==> src/rtl/hex_date_scheduler_pkg.sv <==
// Shared constants, state type and helpers
// for the six-digit date display scheduler.
package hex_date_scheduler_pkg;

  localparam int DIGITS   = 6;
  localparam int NIBBLE_W = 4;
  localparam int DATE_W   = 24;
  localparam int CNT_W    = 26;
  localparam int TBL_MAX  = 8;

  localparam int DEF_ROTATE_TICKS   = 50_000_000;
  localparam int DEF_GAP_TICKS      = 5_000_000;
  localparam int DEF_DEBOUNCE_TICKS = 1_000_000;

  typedef enum logic {
    SHOW = 1'b0,
    GAP  = 1'b1
  } state_t;

  // A digit goes dark when its nibble is not a BCD digit.
  function automatic logic [DIGITS-1:0] bcd_blank(
    input logic [DATE_W-1:0] d
  );
    logic [DIGITS-1:0] b;
    b = '0;
    for (int i = 0; i < DIGITS; i++)
      b[i] = (d[i*NIBBLE_W +: NIBBLE_W] > 4'd9);
    return b;
  endfunction

endpackage

==> src/rtl/hex_date_scheduler_key_debounce.sv <==
// One push-button: 2-flop sync, level debounce,
// one-cycle pulse on the debounced press edge.
module key_debounce
  import hex_date_scheduler_pkg::*;
#(
  parameter int DEBOUNCE_TICKS = DEF_DEBOUNCE_TICKS
) (
  input  logic clk,
  input  logic reset,
  input  logic key_n,
  output logic press
);

  localparam logic [CNT_W-1:0] LAST =
    CNT_W'(DEBOUNCE_TICKS - 1);

  logic             meta;
  logic             sync;
  logic             level;
  logic [CNT_W-1:0] cnt;

  // Sync, count consecutive mismatches, accept level.
  always_ff @(posedge clk) begin
    if (reset) begin
      meta  <= 1'b1;
      sync  <= 1'b1;
      level <= 1'b1;
      cnt   <= '0;
      press <= 1'b0;
    end else begin
      meta  <= key_n;
      sync  <= meta;
      press <= 1'b0;
      if (sync != level) begin
        if (cnt == LAST) begin
          level <= sync;
          cnt   <= '0;
          press <= ~sync;
        end else begin
          cnt <= cnt + 1'b1;
        end
      end else begin
        cnt <= '0;
      end
    end
  end

endmodule

==> src/rtl/hex_date_scheduler.sv <==
// Rotates a small table of BCD dates across six
// 7-segment digits, with blank gaps and key control.
module hex_date_scheduler
  import hex_date_scheduler_pkg::*;
#(
  parameter int NUM_ENTRIES    = 4,
  parameter int ROTATE_TICKS   = DEF_ROTATE_TICKS,
  parameter int GAP_TICKS      = DEF_GAP_TICKS,
  parameter int DEBOUNCE_TICKS = DEF_DEBOUNCE_TICKS,
  parameter logic [23:0] ENTRY0_INIT = 24'h082301,
  parameter logic [23:0] ENTRY1_INIT = 24'h082401
) (
  input  logic        clk,
  input  logic        reset,
  input  logic [1:0]  key_n,
  input  logic        load_en,
  input  logic [2:0]  load_idx,
  input  logic [23:0] load_data,
  output logic [23:0] hex_val,
  output logic [5:0]  blank,
  output logic [2:0]  cur_idx,
  output logic        auto_mode
);

  localparam logic [2:0] LAST_IDX =
    3'(NUM_ENTRIES - 1);
  localparam logic [3:0] N_ENT = 4'(NUM_ENTRIES);
  localparam logic [CNT_W-1:0] ROT_LAST =
    CNT_W'(ROTATE_TICKS - 1);
  localparam logic [CNT_W-1:0] GAP_LAST =
    CNT_W'(GAP_TICKS - 1);
  localparam state_t ADV_STATE =
    (GAP_TICKS == 0) ? SHOW : GAP;

  logic [1:0]        press;
  state_t            state;
  state_t            state_n;
  logic [2:0]        idx_n;
  logic              auto_n;
  logic [CNT_W-1:0]  rot_cnt;
  logic [CNT_W-1:0]  rot_n;
  logic [CNT_W-1:0]  gap_cnt;
  logic [CNT_W-1:0]  gap_n;
  logic [23:0]       tbl [TBL_MAX];
  logic              wr_ok;
  logic [23:0]       show_data;

  key_debounce #(
    .DEBOUNCE_TICKS(DEBOUNCE_TICKS)
  ) u_key0 (
    .clk   (clk),
    .reset (reset),
    .key_n (key_n[0]),
    .press (press[0])
  );

  key_debounce #(
    .DEBOUNCE_TICKS(DEBOUNCE_TICKS)
  ) u_key1 (
    .clk   (clk),
    .reset (reset),
    .key_n (key_n[1]),
    .press (press[1])
  );

  function automatic logic [2:0] step_idx(
    input logic [2:0] i
  );
    return (i == LAST_IDX) ? 3'd0 : i + 3'd1;
  endfunction

  // Next state, index, mode and counters.
  always_comb begin
    state_n = state;
    idx_n   = cur_idx;
    auto_n  = auto_mode;
    rot_n   = rot_cnt;
    gap_n   = gap_cnt;
    unique case (state)
      SHOW: begin
        if (!auto_mode) begin
          rot_n = '0;
        end else if (rot_cnt == ROT_LAST) begin
          idx_n   = step_idx(cur_idx);
          rot_n   = '0;
          gap_n   = '0;
          state_n = ADV_STATE;
        end else begin
          rot_n = rot_cnt + 1'b1;
        end
      end
      GAP: begin
        if (gap_cnt == GAP_LAST) begin
          gap_n   = '0;
          state_n = SHOW;
        end else begin
          gap_n = gap_cnt + 1'b1;
        end
      end
      default: state_n = SHOW;
    endcase
    if (press[0]) begin
      auto_n = ~auto_mode;
      rot_n  = '0;
    end
    if (press[1]) begin
      idx_n   = step_idx(cur_idx);
      rot_n   = '0;
      gap_n   = '0;
      state_n = ADV_STATE;
    end
  end

  // Table write qualifier and same-cycle bypass.
  always_comb begin
    wr_ok     = load_en && ({1'b0, load_idx} < N_ENT);
    show_data = tbl[idx_n];
    if (wr_ok && (load_idx == idx_n))
      show_data = load_data;
  end

  // FSM and counter registers.
  always_ff @(posedge clk) begin
    if (reset) begin
      state     <= SHOW;
      cur_idx   <= 3'd0;
      auto_mode <= 1'b1;
      rot_cnt   <= '0;
      gap_cnt   <= '0;
    end else begin
      state     <= state_n;
      cur_idx   <= idx_n;
      auto_mode <= auto_n;
      rot_cnt   <= rot_n;
      gap_cnt   <= gap_n;
    end
  end

  // Entry table with reset to the initial dates.
  always_ff @(posedge clk) begin
    if (reset) begin
      for (int i = 0; i < TBL_MAX; i++) begin
        if (i == 0)
          tbl[i] <= ENTRY0_INIT;
        else if (i == 1)
          tbl[i] <= ENTRY1_INIT;
        else
          tbl[i] <= 24'h000000;
      end
    end else if (wr_ok) begin
      tbl[load_idx] <= load_data;
    end
  end

  // Display registers driven from the next state.
  always_ff @(posedge clk) begin
    if (reset) begin
      hex_val <= ENTRY0_INIT;
      blank   <= '0;
    end else if (state_n == GAP) begin
      blank <= 6'h3F;
    end else begin
      hex_val <= show_data;
      blank   <= bcd_blank(show_data);
    end
  end

endmodule
==> config.mk <==
export PLATFORM = sky130hd
export DESIGN_NAME = hex_date_scheduler
export DESIGN_NICKNAME = d
export VERILOG_FILES = /design/src/rtl/hex_date_scheduler_pkg.sv /design/src/rtl/hex_date_scheduler_key_debounce.sv /design/src/rtl/hex_date_scheduler.sv
export SDC_FILE = /design/constraint.sdc
export NUM_CORES = 1
export LEC_CHECK = 0
export BUFFER_PORTS_ARGS = -buffer_cell sky130_fd_sc_hd__buf_2
export CORE_ASPECT_RATIO = 1.25
export CORE_UTILIZATION = 58
export CTS_BUF_LIST = sky130_fd_sc_hd__clkbuf_4 sky130_fd_sc_hd__clkbuf_8
export DETAILED_ROUTE_END_ITERATION = 10
export PLACE_DENSITY = 0.84
export SLEW_MARGIN = 25
export SYNTH_ARGS = -nofsm -noshare
export SYNTH_HDL_FRONTEND = slang
export SYNTH_HIERARCHICAL = 1
export SYNTH_SLANG_ARGS = --single-unit
==> constraint.sdc <==
create_clock -name clk -period 3.41 [get_ports clk]
set_input_delay 0.682 -clock clk [delete_from_list [all_inputs] [get_ports clk]]
set_output_delay 0.682 -clock clk [all_outputs]
set_load 0.02 [all_outputs]
==> summary.txt, run 1 <==
Worst setup path
  • WP buf/inv: 2
  • CP top delay family: compound AO/OA/AOI/OAI gates
  • CP max-delay cell: or4b_1
  • Worst Setup SP: rot_cnt[10]
  • Crit path required time: 3.91 ns
  • Critical path startpoint category: flip-flop
  • R2R depth: 11
  • Worst Path Arrival: 3.78 ns
  • Worst reg2reg startpoint: rot_cnt[10]
  • Crit-path max cell delay: 0.56 ns
  • CP Class: flip-flop to flip-flop
  • Critical path capture point type: flip-flop
  • R2R Setup Slk: 0.13 ns
  • Critical path depth: 11
  • Crit path cell chain: or4b_1 > nor4_4 > a31o_1 > buf_6 > mux2_4 > buf_4 > mux2_2 > o2bb2ai_1 > a221oi_1 > o21ai_0 > a21oi_1
  • Crit-path max FO: 20

Worst hold path
  • Min-Delay Path Class: primary input to flip-flop
  • Hold path startpoint: key_n[0]
  • Hold Path Stages: 2

STA
  • Worst-Margin Slew: 0.9108 ns
  • Hold Violations, Final: 0
  • Setup Skew: 0.02502 ns
  • Final worst setup slack: 0.1282 ns
  • Slew Viols, Final: 0
  • Final min period: 3.282 ns
  • Tcrit/Tclk final: 96.24%
  • # setup viols final: 0
  • RSZ-0062 raised after global routing: false
  • Fmax achieved: 0.3047 GHz
  • Max transition margin: 39.28%
  • Setup TNS: 0 ns

Finish
  • Area grow syn2layout: 15.19%
  • Final Core Density: 68.55%
  • Layout cell share with drive strength beyond 1: 18.42%
  • Nets: 1,578
  • Design Area, Final: 17,450 sq um

Routing
  • ANT nets after route: 0
  • DRC viols: 0
  • WL per Instance: 17.99 um
  • DR iter-0 viols: 816
  • DR pass1 iterations: 5
  • Vias per cell: 5.775
  • Drt total wl: 34.58 mm
  • Vias: 11,100

CTS
  • # clock sinks: 339
  • Clock-pin slew on the worst setup and hold paths: 0.07 ns
  • Bufs on Longest Clock Path: 3
  • Hold Buf Count CTS: 0
  • TritonCTS clock tree: built
  • CTS H-tree lvls: 2
  • Num CTS Buffers: 52
  • Skew-Pair Late Insertion Delay: 0.59 ns
  • Root buffer cell: clkbuf_8

Synth
  • Synthesized area: 15,150 sq um
  • Ys async rst share: 0%
  • Post-synthesis mux area share: 4.444%
  • Register area share after synthesis: 57.49%
  • Synth Warn #: 6
  • Mapped Cells: 1,351
  • Synth Flop Type: edfxtp_1
  • Most frequent cell after synthesis: edfxtp_1
  • Synth top cells by count: edfxtp_1, dfxtp_1, nand2_1
  • Adder-cell share of the synthesized area: 0.4130%
  • FF+latch count, synth: 339
  • Xor/xnor share of the synthesized area: 2.883%
  • Post-synthesis simple-gate area fraction: 20.11%
  • Post-synth cell types: 78
  • Synth top area share: 38.06%
  • Synth Area in Compound Gates: 11.24%
  • Post-synth top area cell: edfxtp_1
  • Syn Area/Cell: 11.21 sq um
  • Largest family of logic cells by synthesized area: simple AND/OR/NAND/NOR gates
  • Synth area leaders: edfxtp_1, dfxtp_1, and2_1
  • Post-synth EDFFs: 192

Die
  • Row count: 65
  • Die X: 146.6 um
  • Starting Density: 59.51%
  • Die area: 26,770 sq um
  • Core area: 25,460 sq um
  • Ports: 66
  • Die height: 182.7 um

Placement
  • Dpl cell area: 16,230 sq um
  • GPL Wtd Cong: 0.8633
  • Post-placement setup slack: 0.09207 ns
  • Hpwl dp: 22.36 mm
  • Port bufs: 65

Status
  • Outcome: completed

Global route
  • First-pass GRT wire length: 54.80 mm
  • Vias in the first global route: 10,843
  • Antenna violations before repair: 5
  • Grt ovf: 0
  • All-Layer GR Usage: 25.87%
  • Pin count of the biggest net entering global routing: 70

Run
  • Max-Cap Viols: 0

Power
  • P_leak: 6.227 nW
  • PD cells: 495.4 nW/um^2
  • Power Total: 8.645 mW
  • Max VDD drop: 0.3399 mV
==> power by group <==
group | leakage (nW) | internal (mW) | switching (mW)
clock network | 0.605 | 2.07 | 1.59
logic | 2.57 | 0.134 | 0.252
registers | 3.06 | 4.53 | 0.0713
==> what timing repair did <==
action / CTS / global route
setup endpoints to repair: 0 / 13
resized for setup: 0 / 9
buffers inserted: 0 / 1
hold endpoints to repair: 0 / 0
==> routing by layer <==
| layer | up-vias | global-route usage, % | wire [um] |
|---|---|---|---|
| li1 | 5253 | - | - |
| met1 | 5355 | 30.84 | 13390 |
| met2 | 409 | 45.73 | 17800 |
| met3 | 77 | 5.325 | 2503 |
| met4 | 6 | 10.08 | 842 |
| met5 | - | 0 | 37 |
==> flip-flops by register name, summed over array words and instances, names as in the netlist, 3 cells and up <==
name,flops
u_key1/cnt,26
blank,6
hex_val,24
gap_cnt,26
cur_idx,3
tbl,192
rot_cnt,26
u_key0/cnt,26
==> placed cells by master (no fill, tap or decap), drive strengths merged, types with 6 or more instances in the layout <==
cell,instances
nor2,110
edfxtp,192
a211oi,7
clkinv,20
or3,18
o21ai,50
buf,111
nand3,44
conb,96
and2,91
and4,8
clkbuf,72
nand2,137
or4,22
or2,9
a21oi,101
nand4,26
xnor2,25
nand2b,14
xor2,24
a32oi,14
mux4,13
dfxtp,147
o211ai,8
nor3,31
a221oi,9
mux2i,30
and3,17
inv,20
o21a,9
or4b,6
nor4,20
o31ai,15
==> final cells by class <==
type	instances	area, sq um
antenna	2	5.005
tap	335	419.2
inverter	20	75.07
timing repair buffer	112	762.0
clock inverter	27	260.3
fill	1799	8006
sequential	339	8708
multi-input combinational	1016	6336
clock buffer	71	883.3
==> worst register-to-register path, stage by stage, from the launching register on <==
cell       delay, ns
dfxtp_1         0.34
or4b_1          0.56
nor4_4          0.30
a31o_1          0.19
buf_6           0.14
mux2_4          0.35
buf_4           0.24
mux2_2          0.29
o2bb2ai_1       0.08
a221oi_1        0.34
o21ai_0         0.21
a21oi_1         0.17
==> cells by family (layout without fill, tap and decap cells) <==
logic type | Yosys count | in the layout
adder cells (fa/ha/maj) | 5 | 5
buffers and inverters | 91 | 230
flip-flops | 339 | 339
AO/OA/AOI/OAI | 249 | 249
other | 1 | 98
XOR/XNOR | 49 | 49
AND/OR/NAND/NOR | 569 | 569
multiplexers | 48 | 48
==> metrics by stage <==
stage	hold WS (ns)	cells
global placement	0.3913	1820
floorplan	0.3895	1446
CTS	0.2668	1918
finish	0.2920	1922
global route	0.2660	1921
detailed placement	0.3967	1820
==> path summary, 6_finish.rpt <==
path / to
worst max register to register: hex_val[18]
worst min register to register: u_key0/sync
worst max-delay path: hex_val[18]
worst min-delay path: u_key0/meta
Power figures use the tool's default switching activity.
==> run 2, diff against run 1 <==
- CORE_UTILIZATION: 58 -> 35
- PLACE_DENSITY: 0.84 -> default
- SETUP_SLACK_MARGIN: default -> 0.1
==> run 2 against run 1 <==
Wire length increased by 8.4%. Core utilization decreased by 26 points. Largest power group unchanged. Highest routed layer unchanged. Clock power increased by 6.3%. Register-to-register slack improved by 0.07 ns. Largest cell class unchanged. Die area increased by 65%. Worst hold slack got worse by 0.057 ns.
==> summary.txt, run 2 (synthesis gave the netlist of run 1 again) <==
Status
  • Outcome: completed

STA
  • Fmax achieved: 0.3115 GHz
  • Hold Violations, Final: 0
  • Slew Viols, Final: 0
  • Max transition margin: 38.90%
  • Worst-Margin Slew: 0.9166 ns
  • # setup viols final: 0
  • RSZ-0062 raised after global routing: true
  • Final worst setup slack: 0.1995 ns
  • Final min period: 3.210 ns
  • Tcrit/Tclk final: 94.15%
  • Setup Skew: 0.03455 ns

Power
  • P_leak: 6.449 nW
  • PD cells: 489.2 nW/um^2
  • Max VDD drop: 0.2451 mV
  • Power Total: 8.880 mW

CTS
  • Num CTS Buffers: 58
  • Root buffer cell: clkbuf_8
  • Skew-Pair Late Insertion Delay: 0.66 ns
  • TritonCTS clock tree: built
  • Bufs on Longest Clock Path: 3
  • CTS H-tree lvls: 2
  • Clock-pin slew on the worst setup and hold paths: 0.06 ns
  • # clock sinks: 339

Routing
  • Vias: 10,943
  • Drt total wl: 37.49 mm
  • DR pass1 iterations: 5
  • WL per Instance: 17.16 um
  • ANT nets after route: 0
  • DR iter-0 viols: 550
  • DRC viols: 0
  • Vias per cell: 5.008

Placement
  • GPL Wtd Cong: 0.7843
  • Hpwl dp: 24.25 mm
  • Port bufs: 65
  • Post-placement setup slack: -0.05729 ns

Worst setup path
  • Worst Setup SP: rot_cnt[7]
  • Critical Path End: blank[5]
  • Crit-path max FO: 9
  • Reg2Reg Capture Point: blank[5]
  • Critical path startpoint category: flip-flop
  • R2R depth: 11
  • R2R Setup Slk: 0.20 ns
  • Worst Path Arrival: 3.74 ns
  • CP Class: flip-flop to flip-flop
  • Crit path required time: 3.94 ns
  • Worst reg2reg startpoint: rot_cnt[7]
  • Critical path capture point type: flip-flop

Finish
  • Highest-count cells in the layout ignoring fill and taps: edfxtp_1, dfxtp_1, nand2_1
  • Commonest non-fill, non-tap cell in the layout: edfxtp_1
  • Nets: 1,611
  • Max reg flops: 192
  • Layout cell share with drive strength beyond 1: 20.70%
  • Reg with most FFs: tbl
  • Area grow syn2layout: 19.82%

Die
  • Die height: 234.6 um
  • Core area: 42,360 sq um
  • Row count: 84
  • Die X: 188.1 um
  • Starting Density: 35.76%
  • Die area: 44,120 sq um
  • Ports: 66

Global route
  • All-Layer GR Usage: 16.97%
  • Pin count of the biggest net entering global routing: 57
  • First-pass GRT wire length: 58.18 mm
  • Grt ovf: 0
  • Vias in the first global route: 10,695
  • Antenna violations before repair: 7

Run
  • Max-Cap Viols: 0

Worst hold path
  • Min-Delay Path Class: primary input to flip-flop
[run 2: changes by cell type in the layout (fill, tap and decap cells not counted), moves of 3 or more]
| cell | before | now |
|---|---|---|
| buf_12 | 3 | 10 |
| buf_4 | 38 | 62 |
| bufinv_16 | 5 | 1 |
| clkbuf_4 | 15 | 18 |
| clkbuf_8 | 56 | 73 |
| clkinv_2 | 12 | 5 |
[run 2: cell type report]
| class | instances | area (sq um) |
|---|---|---|
| fillers | 4032 | 24200 |
| flip-flops and latches | 339 | 8708 |
| multi-input cells | 1016 | 6381 |
| clock buffers | 91 | 1140 |
| repair buffers | 139 | 1020 |
| well taps | 559 | 699.4 |
| clock inverters | 18 | 120.1 |
| inverters | 20 | 75.07 |
| diodes | 3 | 7.507 |
[run 2: through the flow]
step	instance area, sq um	setup TNS [ns]	instances	hold WS, ns	util (%)
after detailed placement	16730	-0.1071	2064	0.3968	39.51
after global routing	18150	0	2184	0.1979	42.85
after floorplan	15500	0	1446	0.3895	-
after CTS	18080	0	2178	0.1784	42.68
final	18150	0	2185	0.2352	42.85
after global placement	16730	0	2064	0.3916	39.51
[run 2: where the power goes]
part           total [mW]  leakage, nW  switching [mW]  internal, mW
Combinational       0.397         2.73           0.255         0.142
Sequential           4.59         3.06          0.0660          4.53
Clock                3.89        0.663            1.69          2.20
Total                8.88         6.45            2.01          6.87
[run 2: worst min-delay path by stage]
stage / start / end / slack, ns / cells past startpoint
after floorplan: u_key0/meta / u_key0/sync / 0.39 / 1
after global placement: u_key1/meta / u_key1/sync / 0.39 / 1
after detailed placement: u_key1/meta / u_key1/sync / 0.40 / 1
after CTS: key_n[1] / u_key1/meta / 0.18 / 2
after global routing: key_n[1] / u_key1/meta / 0.20 / 2
final: key_n[0] / u_key0/meta / 0.24 / 2
[run 2: what timing repair did]
item / 4_1_cts / 5_1_grt
gates resized for setup: 9 / 9
pin swaps: 2 / 9
buffers inserted: 5 / 4
hold buffers: 0 / 0
endpoints found under the setup margin: 25 / 27
[run 2: routing by layer]
metal / part of all wire [%] / wire length [um] / track usage (%) / vias up
met4: 2.7 / 1025 / 6.072 / 8
met2: 48 / 18130 / 29.22 / 231
met1: 43 / 16130 / 20.48 / 5281
li1: - / - / - / 5336
met3: 5.7 / 2141 / 4.353 / 87
met5: 0.15 / 58 / 0 / -
[run 2: critical path, cell delays in order (launching register included)]
cell,delay [ns]
dfxtp_1,0.31
or4_4,0.54
nor4_4,0.29
a31o_1,0.23
buf_12,0.14
mux2i_4,0.30
xnor2_2,0.09
or3_4,0.48
buf_4,0.21
nor3_1,0.21
a211oi_2,0.07
a21boi_2,0.19
==> run 3, diff against run 2 <==
- PLACE_DENSITY: default -> 0.63
==> run 3 against run 2 <==
Sequential cell count stayed put. Wire length is 2.5% lower. Sequential power hardly changed. Die area stayed put. Non-clock buffer count is 15 lower. Total power is 4.4% lower. Count of clock-buffer cells in the layout is 5 lower.
==> summary.txt, run 3 (synthesis gave the netlist of run 1 again) <==
STA
  • Max transition margin: 42.94%
  • Tcrit/Tclk final: 95.24%
  • # setup viols final: 0
  • Final min period: 3.248 ns
  • Setup Skew: 0.03642 ns
  • Hold WS: 0.2878 ns
  • Slew Viols, Final: 0
  • Fmax achieved: 0.3079 GHz
  • Worst-Margin Slew: 0.8559 ns
  • Hold Violations, Final: 0
  • RSZ-0062 raised after global routing: true

Routing
  • Vias: 10,882
  • Drt total wl: 36.55 mm
  • DRC viols: 0
  • DR pass1 iterations: 5
  • WL per Instance: 16.88 um
  • DR iter-0 viols: 584
  • ANT nets after route: 0
  • Vias per cell: 5.026

Power
  • PD cells: 473.7 nW/um^2
  • Power Total: 8.486 mW
  • P_leak: 6.320 nW
  • Max VDD drop: 0.3446 mV

Finish
  • Area grow syn2layout: 18.25%
  • FILL cells: 4,029
  • Commonest non-fill, non-tap cell in the layout: edfxtp_1
  • Seq. cell area: 8711 sq um
  • Nets: 1,594
  • Reg with most FFs: tbl
  • Max reg flops: 192
  • Layout cell share with drive strength beyond 1: 20.14%
  • Highest-count cells in the layout ignoring fill and taps: edfxtp_1, dfxtp_1, nand2_1
  • Area of the multi-input gates: 6412 sq um

Worst setup path
  • CP top delay family: compound AO/OA/AOI/OAI gates
  • R2R depth: 12
  • WP buf/inv: 3
  • Worst Path Arrival: 3.78 ns
  • Crit-path max cell delay: 0.55 ns
  • Critical path startpoint category: flip-flop
  • Crit path cell chain: or4b_4 > nor4_4 > a31o_1 > buf_12 > mux2i_4 > buf_12 > buf_4 > nor2_2 > a32oi_1 > o21ai_0 > a211oi_2 > a21boi_1
  • Critical path depth: 12
  • CP Class: flip-flop to flip-flop
  • Crit-path most repeated cell: buf_12
  • Critical path capture point type: flip-flop
  • CP max-delay cell: or4b_4
  • Crit-path max FO: 9
  • Crit path required time: 3.94 ns

Worst hold path
  • Hold Path Stages: 2
  • Min-Delay Path Class: primary input to flip-flop

Die
  • Ports: 66
  • Die height: 234.6 um
  • Core area: 42,360 sq um
  • Row count: 84
  • Die X: 188.1 um
  • Starting Density: 35.76%
  • Die area: 44,120 sq um

Global route
  • Antenna violations before repair: 9
  • All-Layer GR Usage: 16.46%
  • Pin count of the biggest net entering global routing: 61
  • First-pass GRT wire length: 57.20 mm
  • Grt ovf: 0
  • Vias in the first global route: 10,641

CTS
  • Skew-Pair Late Insertion Delay: 0.62 ns
  • Root buffer cell: clkbuf_8
  • Bufs on Longest Clock Path: 3
  • Hold Buf Count CTS: 0
  • TritonCTS clock tree: built
  • CTS H-tree lvls: 2
  • Num CTS Buffers: 56
  • # clock sinks: 339
  • Clock-pin slew on the worst setup and hold paths: 0.07 ns

Placement
  • Port bufs: 65
  • GPL Wtd Cong: 0.8043
  • Hpwl dp: 23.36 mm

Status
  • Outcome: completed

Run
  • Max-Cap Viols: 0
-- run 3: cell count changes in the layout (fill, tap and decap cells not counted), moves of 2 or more --
| cell | delta |
|---|---|
| clkbuf_4 | +10 |
| clkbuf_8 | -15 |
| buf_12 | -2 |
| nor3_1 | -2 |
| dfxtp_1 | -2 |
| buf_6 | +2 |
| dfxtp_2 | +2 |
| nor3_4 | +3 |
| buf_4 | -16 |
-- run 3: final cells by class --
class	instances	share of cell area, %
clock inverter	19	0.5308
inverter	20	0.4191
timing repair buffer	124	5.064
multi-input combinational	1016	35.80
tap	559	3.904
sequential	339	48.63
clock buffer	86	5.630
antenna	2	0.02794
-- run 3: path summary, 6_finish.rpt --
| check | startpoint | slack [ns] | endpoint |
|---|---|---|---|
| max | rot_cnt[10] | 0.16 | blank[1] |
| min | key_n[0] | 0.29 | u_key0/meta |
| max reg2reg | rot_cnt[10] | 0.16 | blank[1] |
| min reg2reg | u_key1/meta | 0.41 | u_key1/sync |
-- run 3: what timing repair did --
item                                    in CTS  in global routing
cloned                                       0                  1
gates resized for setup                     10                 24
setup buffers                                0                  9
pin swaps                                    2                  6
endpoints found under the setup margin      23                 19
-- run 3: where the power goes --
group          internal (mW)  switching, mW  total, mW
Combinational          0.135          0.250      0.385
Clock                   1.89           1.62       3.51
Sequential              4.53         0.0681       4.59
Total                   6.55           1.94       8.49
-- run 3: through the flow --
stage / std cells / cell area [sq um] / setup WS (ns) / utilization (%) / TNS (ns)
finish: 2165 / 17910 / 0.1622 / 42.29 / 0
global route: 2164 / 17910 / 0.06910 / 42.29 / 0
CTS: 2153 / 17710 / 0.1283 / 41.82 / 0
detailed placement: 2048 / 16560 / -0.02234 / 39.11 / -0.04272
global placement: 2048 / 16560 / 0.06489 / 39.11 / 0
floorplan: 1446 / 15500 / 0.2191 / - / 0
-- run 3: routing by layer --
metal | up-vias | share of wire (%) | global-route usage (%)
met5 | - | 0.22 | 0
met4 | 10 | 2.4 | 5.310
met3 | 73 | 5.6 | 3.936
met2 | 240 | 49 | 28.49
met1 | 5251 | 43 | 20.14
li1 | 5308 | - | -
